[src/rtl/controllore_partita.sv]
// Match-sequencing FSM in front of the match datapath: loads the manche-count config,
// enables counting, forwards moves and closes the match on result, inconsistency or timeout.
module controllore_partita #(
  parameter int unsigned MIN_MANCHE = 4,
  parameter int unsigned TIMEOUT    = 64,
  parameter int unsigned W_TO       = 8
) (
  input  logic       clk,
  input  logic       rst,
  input  logic       INIZIA,
  input  logic [1:0] PRIMO,
  input  logic [1:0] SECONDO,
  input  logic [1:0] MANCHE,
  input  logic [1:0] PARTITA,
  input  logic       FINE_CONTO,
  output logic       INIZIO_SETUP,
  output logic       INIZIO_CONTO,
  output logic [1:0] PRIMO_DP,
  output logic [1:0] SECONDO_DP,
  output logic [1:0] STATO,
  output logic [4:0] NUM_MANCHE,
  output logic [4:0] MANCHE_GIOCATE,
  output logic [1:0] RISULTATO,
  output logic       ERRORE
);

  typedef enum logic [1:0] {
    S_IDLE  = 2'b00,
    S_SETUP = 2'b01,
    S_GIOCO = 2'b10,
    S_FINE  = 2'b11
  } stato_t;

  localparam logic [4:0]      MIN_M  = 5'(MIN_MANCHE);
  localparam logic [W_TO-1:0] TO_LIM = W_TO'(TIMEOUT);
  localparam logic [W_TO-1:0] TO_MAX = '1;

  stato_t          stato;
  logic            conto_q;
  logic [W_TO-1:0] to_cnt;
  logic [W_TO-1:0] to_next;
  logic [4:0]      giocate_inc;
  logic [4:0]      giocate_next;
  logic            manche_valida;
  logic            avvia;
  logic            fine_ok;
  logic            incoerente;
  logic            scaduto;

  assign STATO = stato;

  // NOTE: every signal below is assigned on every pass, so no latch can be inferred.
  always_comb begin
    manche_valida = (stato == S_GIOCO) && conto_q && (MANCHE != 2'b00);
    giocate_inc   = (MANCHE_GIOCATE == 5'd31) ? MANCHE_GIOCATE : MANCHE_GIOCATE + 5'd1;
    giocate_next  = manche_valida ? giocate_inc : MANCHE_GIOCATE;
    to_next       = manche_valida ? '0
                  : ((to_cnt == TO_MAX) ? to_cnt : to_cnt + W_TO'(1));
    avvia         = INIZIA && (stato != S_SETUP);
    fine_ok       = conto_q && FINE_CONTO;
    incoerente    = manche_valida && (giocate_inc == NUM_MANCHE);
    scaduto       = (TIMEOUT != 0) && (to_next == TO_LIM);
  end

  // NOTE: non-blocking assignments only, so every decision uses pre-edge register values;
  // later assignments in the same pass (e.g. clearing *_DP on entering FINE) win.
  always_ff @(posedge clk) begin
    if (rst) begin
      stato          <= S_IDLE;
      conto_q        <= 1'b0;
      to_cnt         <= '0;
      INIZIO_SETUP   <= 1'b0;
      INIZIO_CONTO   <= 1'b0;
      PRIMO_DP       <= 2'b00;
      SECONDO_DP     <= 2'b00;
      NUM_MANCHE     <= 5'd0;
      MANCHE_GIOCATE <= 5'd0;
      RISULTATO      <= 2'b00;
      ERRORE         <= 1'b0;
    end else begin
      // Datapath feedback refers to the counting enable of the previous cycle.
      conto_q <= INIZIO_CONTO;

      if (avvia) begin
        // Start or restart: commit the config and present it to the datapath for one cycle.
        stato          <= S_SETUP;
        INIZIO_SETUP   <= 1'b1;
        INIZIO_CONTO   <= 1'b0;
        PRIMO_DP       <= PRIMO;
        SECONDO_DP     <= SECONDO;
        NUM_MANCHE     <= {1'b0, SECONDO, PRIMO} + MIN_M;
        MANCHE_GIOCATE <= 5'd0;
        RISULTATO      <= 2'b00;
        ERRORE         <= 1'b0;
        to_cnt         <= '0;
      end else begin
        case (stato)
          S_SETUP: begin
            stato        <= S_GIOCO;
            INIZIO_SETUP <= 1'b0;
            INIZIO_CONTO <= 1'b1;
            PRIMO_DP     <= PRIMO;
            SECONDO_DP   <= SECONDO;
          end
          S_GIOCO: begin
            PRIMO_DP       <= PRIMO;
            SECONDO_DP     <= SECONDO;
            MANCHE_GIOCATE <= giocate_next;
            to_cnt         <= to_next;
            if (fine_ok || incoerente || scaduto) begin
              stato        <= S_FINE;
              INIZIO_CONTO <= 1'b0;
              PRIMO_DP     <= 2'b00;
              SECONDO_DP   <= 2'b00;
              RISULTATO    <= fine_ok ? PARTITA : 2'b00;
              ERRORE       <= !fine_ok;
            end
          end
          default: ;
        endcase
      end
    end
  end

endmodule
[config.mk]
export PLATFORM = sky130hd
export DESIGN_NAME = controllore_partita
export DESIGN_NICKNAME = d
export VERILOG_FILES = /design/src/rtl/controllore_partita.sv
export SDC_FILE = /design/constraint.sdc
export NUM_CORES = 1
export LEC_CHECK = 0
export BUFFER_PORTS_ARGS = -buffer_cell sky130_fd_sc_hd__buf_2
export CORE_UTILIZATION = 56
export CTS_BUF_LIST = sky130_fd_sc_hd__clkbuf_8
export CTS_CLUSTER_SIZE = 28
export DETAILED_ROUTE_END_ITERATION = 8
export HOLD_SLACK_MARGIN = 0.1
export PLACE_DENSITY = 0.77
export SLEW_MARGIN = 25
export SYNTH_ARGS = -nofsm -noshare
export SYNTH_HDL_FRONTEND = slang
export SYNTH_SLANG_ARGS = --single-unit
[constraint.sdc]
create_clock -name clk -period 2.3 [get_ports clk]
set_input_delay 0.345 -clock clk [delete_from_list [all_inputs] [get_ports clk]]
set_output_delay 0.345 -clock clk [all_outputs]
set_load 0.05 [all_outputs]
==> summary.md <==
| Metric | Value |
|---|---|
| Status | finished clean |
| Diode count | 0 |
| Placed inst area | 0.001824 mm² |
| Worst Setup EP | PRIMO_DP[1] |
| Final Skew | 3.683 ps |
| Layout Nets | approximately 240 |
| Reg-to-Reg Start | to_cnt[1] |
| Detailed placer's ending HPWL | ~2900 µm |
| Syn. warnings | 0 |
| Clock-pin slew on the worst setup and hold paths | 60 ps |
| Vias in the first global route | 1494 |
| Peak supply drop | 0.5983 mV |
| DRC Markers | 0 |
| Minimum clock period after layout | 2161 ps |
| FF/Latch Area | 601.8 µm² |
| Die Y | 56.21 µm |
| CP Data Arrival Time | 2290 ps |
| Hold Path Class | input port to register |
| CP endpoint kind | register |
| Fraction of layout cells with a size suffix above 1 | 26.43% |
| Asr flop ratio synth | 0% |
| IO Port Bufs | 32 |
| CTS tree | yes |
| Number of enable flip-flop cells after synthesis | 0 |
| Worst r2r path cells | 7 |
| Post-synth top area cell | dfxtp_1 |
| Commonest non-fill, non-tap cells in the layout | buf_2, dfxtp_1, nor2_1 |
| Fin. Hold Viols | 0 |
| Number of fill cells in the layout | 234 |
| Unrepaired setup endpoints after global routing | no |
| Core Region | 0.002781 mm² |
| Slew Limit Fails | 0 |
| Layout Utilization | 69.19% |
| Cell Area, Synth | 0.001645 mm² |
| Max_cap viols | 0 |
| PnR Total Power | 1.128 mW |
| Root buffer cell | clkbuf_8 |
| CTS H-tree depth | 2 |
| Synth unique cells | 50 |
| GRT Resource Usage Total | 27.34% |
| Pleak | 0.8058 nW |
| DR pass1 iterations | 4 |
| Setup_tns | 0 ps |
| GPL Wtd Cong | 0.8866 |
| Power density over cell area | 586.3 mW/mm² |
| Synthesis-to-finish area growth | 16.96% |
| Maximum buffer depth of the clock tree | 2 |
| Startpoint Class | register |
| RR Endpoint | PRIMO_DP[1] |
| Dominant synthesized flop cell | dfxtp_1 |
| Fmax achieved | ~460 MHz |
| Post-Layout Inst Area | 0.001924 mm² |
| Sink Count | 30 |
| Row Count | 19 |
| Total global routing overflow | 0 |
| Synth top area cells | dfxtp_1, mux2i_1, nor2_1, a21oi_1, a211oi_1 |
| Largest net degree at the start of global routing | 18 |
| Initial antenna violation count | 0 |
| Syn_area_per_cell | 8.525 µm² |
| Number of cells upsized or downsized after cts | 0 |
| Routed WL | 3872 µm |
| Syn nets | roughly 210 |
| Post-synth top area share | 36.50% |
| Tcrit/Tclk final | 93.96% |
| Routed via count | between 1500 and 2000 |
| Post-synthesis sequential area ratio | 36.50% |
| Cts hold-fix bufs | 0 |
| Synthesis-stage register bit count | 30 |
| Slew @ Worst Pin | 691.9 ps |
| Setup Fix Bufs, Post-CTS | 0 |
| Worst reg2reg setup slack | 140 ps |
| Commonest non-fill, non-tap cell in the layout | buf_2 |
| Vias per inst | 6.159 |
| Clock Latency Late Sink | 280 ps |
| Critical setup path kind | register to register |
| Starting density of the core | 59.15% |
| CP required | 2430 ps |
| First-pass GRT wire length | between 6000 and 7000 µm |
| Number of top-level pins | 33 |
| Multi-input gate area | 983.4 µm² |
| Worst setup startpoint | to_cnt[1] |
| Relative slew slack | 53.52% |
| Routed len/inst | approximately 15 µm |
| DIE AREA | 0.003159 mm² |
| 1st-iter DRT viols | 107 |
| DRT antenna net count | 0 |
| Crit-path max FO | 6 |
| TritonCTS buffer count | 5 |
| Final setup violating endpoints | 0 |
| Gate Count Post-Synth | slightly below 200 |
| Die W | 56.21 µm |
==> worst min-delay path by stage <==
stage               cells after the start  slack [ps]     start       endpoint
CTS                                     3         320  PRIMO[0]  NUM_MANCHE[0]
global route                            3         370    INIZIA   INIZIO_SETUP
floorplan                               1         420       rst        conto_q
detailed placement                      1         470    ERRORE         ERRORE
finish                                  3         330  PRIMO[0]  NUM_MANCHE[0]
global placement                        1         470    ERRORE         ERRORE
==> report_power, final <==
part | switching [mW] | internal (mW)
clock | 0.191 | 0.236
sequential | 0.0148 | 0.535
combinational | 0.103 | 0.0476
==> metal layers <==
layer / routed length [µm] / track usage [%]
met5: 0 / 0
met4: 31 / 10.10
met3: 126 / 6.512
met2: 1935 / 43.88
met1: 1778 / 35.74
==> logic make-up (layout without fill, tap and decap cells) <==
group	count (synthesis)	after routing	share of synthesized area [%]
buf+inv	14	48	4.183
xor+xnor	6	6	3.194
mux	10	10	6.084
compound gates	53	53	23.50
simple gates	77	77	24.26
flops	30	30	36.50
fa+ha+maj	3	3	2.282
==> final cells by class <==
class	instances	area share, %
clock buffers	6	4.291
clock inverters	2	0.4551
inverters	3	0.5852
multi-input cells	149	51.11
flip-flops and latches	30	31.27
well taps	31	2.016
repair buffers	37	10.27
==> registers in the layout (all words and copies together), names as in the netlist <==
signal          flops
NUM_MANCHE          5
conto_q             1
PRIMO_DP            2
INIZIO_CONTO        1
INIZIO_SETUP        1
MANCHE_GIOCATE      5
SECONDO_DP          2
to_cnt              8
RISULTATO           2
STATO               2
ERRORE              1
==> cells in the mapped netlist (4+ instances only) <==
cell,number
buf_2,4
nand2_1,9
o21ai_0,5
a311oi_1,4
a211oi_1,6
nor2_1,26
nand3_1,5
clkbuf_1,5
dfxtp_1,30
xor2_1,4
nor3_1,7
a31oi_1,6
a21oi_1,11
and3_1,4
mux2i_1,10
==> through the flow <==
stage / setup slack, ps / cells / hold WS (ps)
floorplan: 17.93 / 193 / 416.6
global placement: 168.7 / 250 / 474.9
detailed placement: 153.2 / 250 / 468.8
CTS: 134.1 / 258 / 320.5
global route: 12.48 / 258 / 369.0
finish: 138.9 / 258 / 328.0
==> worst max-delay path, cell delays in order (launching register included) <==
cell      delay, ps
dfxtp_1         410
ha_2            260
nand4_1         210
nor4_1          240
a31oi_1          70
or4_4           580
nand3_2         140
a311oi_1        110
No activity file was read; power rests on OpenSTA's default activity.
